==> config.mk <==
export PLATFORM = sky130hd
export DESIGN_NAME = k10_trace_ctrl
export DESIGN_NICKNAME = d
export VERILOG_FILES = /design/src/rtl/k10_trace_ctrl.sv
export SDC_FILE = /design/constraint.sdc
export NUM_CORES = 1
export LEC_CHECK = 0
export ABC_AREA = 1
export ABC_CLOCK_PERIOD_IN_PS = 12880
export CAP_MARGIN = 20
export CELL_PAD_IN_SITES_DETAIL_PLACEMENT = 0
export CELL_PAD_IN_SITES_GLOBAL_PLACEMENT = 1
export CORE_MARGIN = 3
export CORE_UTILIZATION = 49
export DETAILED_ROUTE_END_ITERATION = 8
export PLACE_DENSITY = 0.84
export SLEW_MARGIN = 15
export SYNTH_ARGS = -nofsm -noshare
export SYNTH_HDL_FRONTEND = slang
export SYNTH_SLANG_ARGS = --single-unit
==> constraint.sdc <==
create_clock -name i_clk -period 12.88 [get_ports i_clk]
set_clock_uncertainty 0.15 [all_clocks]
set_input_delay 2.576 -clock i_clk [delete_from_list [all_inputs] [get_ports i_clk]]
set_output_delay 2.576 -clock i_clk [all_outputs]
set_load 0.1 [all_outputs]
==> src/rtl/k10_trace_ctrl.sv <==
// k10_trace_ctrl: captures WB-stage retirements into a record FIFO. The first
// FULL_TRACE_N retirements are kept unfiltered; after that only GPR writes are kept.
module k10_trace_ctrl #(
   parameter int DEPTH        = 8,
   parameter int FULL_TRACE_N = 200
) (
   input  logic        i_clk,
   input  logic        i_rst_n,
   input  logic        i_enable,
   input  logic        i_clr_stats,
   input  logic        i_valid,
   input  logic [31:0] i_pc,
   input  logic [31:0] i_instr,
   input  logic [4:0]  i_rd_addr,
   input  logic [31:0] i_rd_data,
   input  logic        i_rd_wr_en,
   input  logic [1:0]  i_mode,
   output logic        o_rec_valid,
   output logic [31:0] o_rec_pc,
   output logic [31:0] o_rec_instr,
   output logic [4:0]  o_rec_rd_addr,
   output logic [31:0] o_rec_rd_data,
   output logic        o_rec_has_gpr,
   output logic [1:0]  o_rec_mode,
   output logic [31:0] o_rec_seq,
   input  logic        i_rec_ready,
   output logic        o_stall_req,
   output logic [15:0] o_drop_cnt,
   output logic        o_overflow,
   output logic        o_busy
);
   localparam int AW = $clog2(DEPTH);
   localparam logic [AW:0] FULL_LVL  = (AW+1)'(DEPTH);
   localparam logic [AW:0] STALL_LVL = (AW+1)'(DEPTH - 2);

   typedef enum logic [1:0] {IDLE, RUN, DRAIN} state_e;

   typedef struct packed {
      logic [31:0] pc;
      logic [31:0] instr;
      logic [4:0]  rd_addr;
      logic [31:0] rd_data;
      logic        has_gpr;
      logic [1:0]  mode;
      logic [31:0] seq;
   } rec_t;

   state_e        state, state_nxt;
   logic          clr_retire;
   rec_t          mem [DEPTH];
   rec_t          rec_in, head;
   logic [AW-1:0] wr_ptr, rd_ptr;
   logic [AW:0]   count, count_nxt;
   logic [31:0]   retire_cnt, seq_nxt;
   logic          capture, has_gpr, record, pop, push, drop;

   function automatic logic [15:0] sat_inc16(input logic [15:0] v);
      return (v == 16'hFFFF) ? v : v + 16'd1;
   endfunction

   always_ff @(posedge i_clk) begin
      if (!i_rst_n) state <= IDLE;
      else          state <= state_nxt;
   end

   always_comb begin
      state_nxt  = state;
      clr_retire = 1'b0;
      unique case (state)
         IDLE: begin
            if (i_enable) begin
               state_nxt  = RUN;
               clr_retire = 1'b1;
            end
         end
         RUN: begin
            if (!i_enable) state_nxt = DRAIN;
         end
         DRAIN: begin
            if (i_enable)           state_nxt = RUN;
            else if (count == '0)   state_nxt = IDLE;
         end
         default: state_nxt = IDLE;
      endcase
   end

   // Filter decision uses the pre-increment count; seq carries the post-increment value.
   assign capture   = (state == RUN) && i_valid;
   assign has_gpr   = i_rd_wr_en && (i_rd_addr != 5'd0);
   assign seq_nxt   = retire_cnt + 32'd1;
   assign record    = capture && ((retire_cnt < 32'(FULL_TRACE_N)) || has_gpr);
   assign pop       = o_rec_valid && i_rec_ready;
   assign push      = record && ((count != FULL_LVL) || pop);
   assign drop      = record && (count == FULL_LVL) && !pop;
   assign count_nxt = count + (AW+1)'(push) - (AW+1)'(pop);

   always_comb begin
      rec_in         = '0;
      rec_in.pc      = i_pc;
      rec_in.instr   = i_instr;
      rec_in.has_gpr = has_gpr;
      rec_in.rd_addr = has_gpr ? i_rd_addr : 5'd0;
      rec_in.rd_data = has_gpr ? i_rd_data : 32'd0;
      rec_in.mode    = i_mode;
      rec_in.seq     = seq_nxt;
   end

   always_ff @(posedge i_clk) begin
      if (push) mem[wr_ptr] <= rec_in;
   end

   always_ff @(posedge i_clk) begin
      if (!i_rst_n) begin
         wr_ptr      <= '0;
         rd_ptr      <= '0;
         count       <= '0;
         retire_cnt  <= '0;
         o_stall_req <= 1'b0;
         o_drop_cnt  <= '0;
         o_overflow  <= 1'b0;
      end else begin
         if (push) wr_ptr <= wr_ptr + AW'(1);
         if (pop)  rd_ptr <= rd_ptr + AW'(1);
         count       <= count_nxt;
         o_stall_req <= (count_nxt >= STALL_LVL);
         if (clr_retire)   retire_cnt <= '0;
         else if (capture) retire_cnt <= seq_nxt;
         if (drop) begin
            o_drop_cnt <= i_clr_stats ? 16'd1 : sat_inc16(o_drop_cnt);
            o_overflow <= 1'b1;
         end else if (i_clr_stats) begin
            o_drop_cnt <= '0;
            o_overflow <= 1'b0;
         end
      end
   end

   // Head is masked while empty so stale storage never reaches the outputs.
   assign o_rec_valid   = (count != '0);
   assign head          = o_rec_valid ? mem[rd_ptr] : '0;
   assign o_rec_pc      = head.pc;
   assign o_rec_instr   = head.instr;
   assign o_rec_rd_addr = head.rd_addr;
   assign o_rec_rd_data = head.rd_data;
   assign o_rec_has_gpr = head.has_gpr;
   assign o_rec_mode    = head.mode;
   assign o_rec_seq     = head.seq;
   assign o_busy        = (state != IDLE);

endmodule

==> results of run 1 <==
[Yosys cell counts, drive strengths merged (8+ instances only)]
cell    instances  area [um2]
o21bai          9       67.56
nor3            8       51.30
o21ai         717        3592
ha              9       112.6
edfxtp       1088       32670
nor2          936        3551
a21oi          47       269.0
nand2         121       494.2
a31oi         136       850.8
buf            37       180.2
o22ai         136       850.8
nand3          39       210.2
dfxtp          65        1301
xor2           29       254.0
inv           134       503.0
clkbuf        203       762.0
nand4          11       83.83
[report_power, final]
group | internal, uW | leakage [uW] | switching (uW)
clock network | 1900 | 0.00178 | 1370
logic | 1160 | 0.00561 | 4100
registers | 4140 | 0.0104 | 47.9
total | 7210 | 0.0178 | 5520
[area by class of cell]
cell class,count,area [um2],area share
timing repair buffer,302,3118,0.05832
clock inverter,68,703.2,0.01315
sequential,1153,33980,0.6356
tap,1243,1555,0.02909
clock buffer,142,2989,0.05591
multi-input combinational,2214,10580,0.1979
inverter,136,535.5,0.01002
[final timing paths]
path         cells after the start              startpoint                      to
max                              6                    flop           o_rec_seq[30]
min reg2reg                      1  rd_ptr[0]$_SDFFE_PN0P_  rd_ptr[0]$_SDFFE_PN0P_
max reg2reg                      9   state[0]$_SDFFE_PN0P_    mem[3][81]$_DFFE_PP_
min                              1  rd_ptr[0]$_SDFFE_PN0P_  rd_ptr[0]$_SDFFE_PN0P_
[cells by family after synthesis]
kind of cell / synth area share
AO/OA/AOI/OAI: 0.1229
XOR/XNOR: 0.006101
adder cells (fa/ha/maj): 0.002887
buffers and inverters: 0.03162
flip-flops: 0.7395
AND/OR/NAND/NOR: 0.09698
[critical path: stages, from the launching register on]
cell and delay (ps):
sky130_fd_sc_hd__dfxtp_1 350, sky130_fd_sc_hd__inv_8 530, sky130_fd_sc_hd__buf_4 870, sky130_fd_sc_hd__buf_4 770, sky130_fd_sc_hd__o21ai_0 210, sky130_fd_sc_hd__a31oi_1 500, sky130_fd_sc_hd__clkdlybuf4s50_1 1250
[cells in the final DEF (no fill, tap or decap), drive strengths merged]
cell and count:
a21oi 47, a31o 2, a31oi 136, buf 38, bufinv 13, clkbuf 142
clkdlybuf4s50 264, clkinv 47, clkinvlp 6, dfxtp 65, edfxtp 1088, fa 1
ha 9, inv 138, nand2 121, nand3 39, nand3b 2, nand4 11
nor2 936, nor3 8, nor4 2, o21ai 717, o21bai 9, o22ai 136
or2 6, xnor2 3, xor2 29
[per-layer routing]
metal	routed length, um	share of wire	GRT usage
met5	0	0	0
met3	7311	0.067	0.03627
met4	2279	0.021	0.06505
met1	47010	0.43	0.3046
met2	51730	0.48	0.3552
[metrics by stage]
step	cell area (um2)	worst slack [ps]	instances	power, uW
6_report	53460	4866	5258	12730
4_1_cts	53350	4874	5253	12790
3_5_place_dp	49660	5649	5043	9511
2_1_floorplan	45940	3014	3743	8153
5_1_grt	53460	4623	5258	13230
3_3_place_gp	49640	5657	5042	9476
[sequential cells by signal (all words and copies together), names as in the netlist, named ones only]
signal and count:
mem 1088, retire_cnt 32, o_drop_cnt 16, count 4, rd_ptr 3, wr_ptr 3, state 2, o_overflow 1
o_stall_req 1
==> flow_summary.json, run 1 <==
{
  "cts_tree": "built",
  "ant_nets": 0,
  "clock_tree.buffer_depth": 3,
  "synth.net_count": 3863,
  "nets_final": 4041,
  "gp_routability_congestion": 0.7999,
  "grt_use_total": 0.2183,
  "cts.hold.buffers_added": 0,
  "timing.final.hold_violations": 0,
  "finalCritPeriodShare": 0.6222,
  "die_y_um": 312.2,
  "ctsRootBufferMaster": "sky130_fd_sc_hd__clkbuf_16",
  "synth_sequential_area_ratio": 0.7395,
  "utilization": 0.5789,
  "initialDrtViolationCount": 2837,
  "layout-drive-gt1-share": 0.06526,
  "power-per-cell-area_mw_per_mm2": 238.1,
  "final.min_clock_period_ps": 8014,
  "vias": 29350,
  "cts_setup_buffers": 0,
  "worstHoldPathType": "reg -> reg",
  "drv.max_cap_violation_count": 0,
  "clock.fmax_mhz": 124.8,
  "cts.sinks": 1153,
  "drc_errors": 0,
  "syn-mean-instance-area_um2": 12.27,
  "antenna_found_initial": 0,
  "worstMarginPinSlew_ps": 1194,
  "required_ps": 10150,
  "r2r_setup_slack_ps": 8510,
  "area_delta_synth_final_pct": 16.37,
  "critical_path_peak_fanout": 125,
  "synth_cell_types": 38,
  "design.die.area_mm2": 0.09747,
  "leakage_uw": 0.01780,
  "critPathKind": "reg -> out",
  "htree_levels": 3,
  "io_buffers": 265,
  "fillerInstances": 7326,
  "post_cts.resized_instances": 0,
  "postSynth.asyncResetShare": 0,
  "yosys_register_bits": 1153,
  "slew_headroom": 0.2012,
  "route.detailed.wl_per_inst_um": 20.60,
  "std_cell_rows": 111,
  "vdd_drop_max_mv": 0.3732,
  "yosys_warnings": 0,
  "routed_wirelength_mm": 108.3,
  "timing.final.max_slew_violations": 0,
  "timing.critical_path.from_type": "flop",
  "worst_setup_hold_path_clk_slew_ps": 60,
  "numCtsBuffers": 114,
  "timing.critical_path.arrival_ps": 5290,
  "synth_enable_flop_cells": 1088,
  "grt_remaining_overflow": 0,
  "coreArea_mm2": 0.09236,
  "post_synth_inst_count": 3743,
  "setup.worst_path.end_class": "output pin",
  "syn_area_mm2": 0.04594,
  "drt_pre_antenna_iters": 5,
  "insertedDiodeCount": 0,
  "setup_total_negative_slack_ps": 0,
  "hold_slack_ps": 329.3,
  "grt_max_degree": 225,
  "rsz0062_at_grt": "no",
  "clk_latency_ps": 690,
  "die_outline_width_um": 312.2,
  "global_route_wire_length_before_repair_mm": 166.8,
  "floorplan.io_pins": 266,
  "dp_hpwl_mm": 53.15,
  "initial_utilization": 0.4974,
  "setup_viol_count_final": 0,
  "outcome": "complete, no violations",
  "grt_pass1_vias": 28600,
  "dominantRegCellSynth": "sky130_fd_sc_hd__edfxtp_1",
  "drt-vias-per-instance": 5.583
}
No activity file was read; power rests on OpenSTA's default activity.
==> inputs of run 2 (changes only) <==
ABC_CLOCK_PERIOD_IN_PS = 7900   (was 12880)
clock period = 7.9 ns   (was 12.88 ns; I/O delays follow)
==> run 2 against run 1 <==
Compared with the run above:
- hold slack got worse by 16 ps
- core utilization about the same
- routed wire length decreased by 0.77%
- clock-buffer cell count increased by 1
- register-to-register slack got worse by 4200 ps
- critical endpoint is now o_rec_seq[7]
- highest routed layer is now met5
==> flow_summary.json, run 2 (synthesis gave the netlist of run 1 again) <==
{
  "cell_repeated_most_along_the_worst_path": "sky130_fd_sc_hd__o21ai_0",
  "drc_errors": 0,
  "netSwitchingPower_uw": 8945,
  "finalCritPeriodShare": 0.7970,
  "std_cell_rows": 111,
  "critical-path-max-stage-delay_ps": 1180,
  "route.detailed.wl_per_inst_um": 20.41,
  "cts_setup_buffers": 0,
  "numCtsBuffers": 112,
  "die_y_um": 312.2,
  "grt_remaining_overflow": 0,
  "sw_frac_of_total": 0.4364,
  "routed_wirelength_mm": 107.5,
  "setup_viol_count_final": 0,
  "cts.hold.buffers_added": 0,
  "largest_register": "mem",
  "dp_hpwl_mm": 56.20,
  "drv.max_cap_violation_count": 0,
  "worstHoldPathType": "reg -> reg",
  "power-per-cell-area_mw_per_mm2": 383.4,
  "ctsRootBufferMaster": "sky130_fd_sc_hd__clkbuf_16",
  "design.die.area_mm2": 0.09747,
  "floorplan.io_pins": 266,
  "drt-vias-per-instance": 5.565,
  "layout.cells.most_common": "sky130_fd_sc_hd__edfxtp_1",
  "power_frac_comb": 0.414,
  "timing.final.hold_violations": 0,
  "outcome": "complete, no violations",
  "initial_utilization": 0.4974,
  "clock.fmax_mhz": 158.8,
  "area_delta_synth_final_pct": 16.38,
  "final_critical_path_setup_slack_ps": 1604,
  "crit_buf_inv": 3,
  "antenna_found_initial": 3,
  "initialDrtViolationCount": 2606,
  "io_buffers": 265,
  "clock_tree.buffer_depth": 3,
  "required_ps": 6170,
  "power_uw": 20500,
  "critPathKind": "reg -> out",
  "vdd_drop_max_mv": 0.4864,
  "ant_nets": 0,
  "place_worst_setup_slack_ps": 2322,
  "gp_routability_congestion": 0.8099,
  "vias": 29310,
  "htree_levels": 3,
  "slowest_stage": "sky130_fd_sc_hd__clkdlybuf4s50_1",
  "grt_max_degree": 173,
  "internal_power_uw": 11550,
  "clk_latency_ps": 690,
  "critPathTopFamily": "buffers and inverters",
  "global_route_wire_length_before_repair_mm": 165.8,
  "nets_final": 4050,
  "worstPathCellList": "inv_8 > buf_4 > o21ai_0 > o22ai_1 > o21ai_0 > a31oi_1 > clkdlybuf4s50_1",
  "cts.sinks": 1153,
  "grt_pass1_vias": 28650,
  "coreArea_mm2": 0.09236,
  "largest_reg_flops": 1088,
  "cts_tree": "built",
  "leakage_uw": 0.01781,
  "timing.final.max_slew_violations": 0,
  "rsz0062_at_grt": "no",
  "final_cell_mix": "1088 x sky130_fd_sc_hd__edfxtp_1, 919 x sky130_fd_sc_hd__nor2_1, 711 x sky130_fd_sc_hd__o21ai_0",
  "timing.critical_path.arrival_ps": 4570,
  "setup.worst_path.end_class": "output pin",
  "critical_path_peak_fanout": 172,
  "part_of_the_total_power_dissipated_in_the_clock_network": 0.252,
  "timing.critical_path.from_type": "flop",
  "die_outline_width_um": 312.2,
  "final.min_clock_period_ps": 6296,
  "drt_pre_antenna_iters": 6,
  "worstMarginPinSlew_ps": 1191,
  "post_cts.resized_instances": 0,
  "layout-drive-gt1-share": 0.06740,
  "seq_power_share": 0.334,
  "layout_top_registers": "mem (1088), retire_cnt (32), o_drop_cnt (16)",
  "utilization": 0.5789,
  "grt_use_total": 0.2176,
  "slew_headroom": 0.2032,
  "worst_setup_hold_path_clk_slew_ps": 60
}
==> run 2: layer usage <==
layer,part of all wire,vias up,global-route usage
li1,-,13900,-
met1,0.44,14390,0.3006
met2,0.48,850,0.3589
met3,0.064,166,0.03707
met4,0.021,2,0.06013
met5,0.000084,-,0
==> run 2: layout make-up <==
cell class | count | area (um2)
Timing Repair Buffer | 313 | 3258
Fill cell | 7307 | 38890
Clock buffer | 143 | 2970
Multi-Input combinational cell | 2214 | 10580
Inverter | 136 | 535.5
Antenna cell | 2 | 5.005
Clock inverter | 62 | 579.3
Sequential cell | 1153 | 33980
Tap cell | 1243 | 1555
==> run 2: per-stage QoR <==
stage                     std cells  cell area [um2]  TNS [ps]  hold slack (ps)
final                          5266            53470         0            313.5
after global routing           5265            53460         0            348.6
after floorplan                3743            45940   -878370            283.4
after global placement         5059            49910         0            299.9
after CTS                      5264            53460         0            317.9
after detailed placement       5059            49910         0            308.0
==> run 2: worst register-to-register path, stage by stage (launching register included) <==
cell and delay (ps):
sky130_fd_sc_hd__dfxtp_1 380, sky130_fd_sc_hd__nand3_2 90, sky130_fd_sc_hd__buf_4 290, sky130_fd_sc_hd__inv_2 370, sky130_fd_sc_hd__nand3_1 230, sky130_fd_sc_hd__or2_2 440, sky130_fd_sc_hd__nor2_4 690, sky130_fd_sc_hd__buf_4 510
==> run 2: power by group through the flow <==
stage	Sequential (uW)	Clock, uW	Combinational [uW]
2_1_floorplan	6940	0	6350
3_3_place_gp	6970	0	8490
3_5_place_dp	6980	0	8530
4_1_cts	6850	5260	8550
5_1_grt	6850	5520	8980
6_report	6850	5160	8500
==> run 2: worst paths after layout <==
| path | startpoint | endpoint | slack, ps | depth (start not counted) |
|---|---|---|---|---|
| setup / recovery | flop | o_rec_seq[7] | 1600 | 7 |
| hold / removal | rd_ptr[2]$_SDFFE_PN0P_ | flop | 310 | 2 |
| setup reg to reg | state[0]$_SDFFE_PN0P_ | mem[6][117]$_DFFE_PP_ | 4330 | 7 |
| hold reg to reg | rd_ptr[2]$_SDFFE_PN0P_ | flop | 310 | 2 |
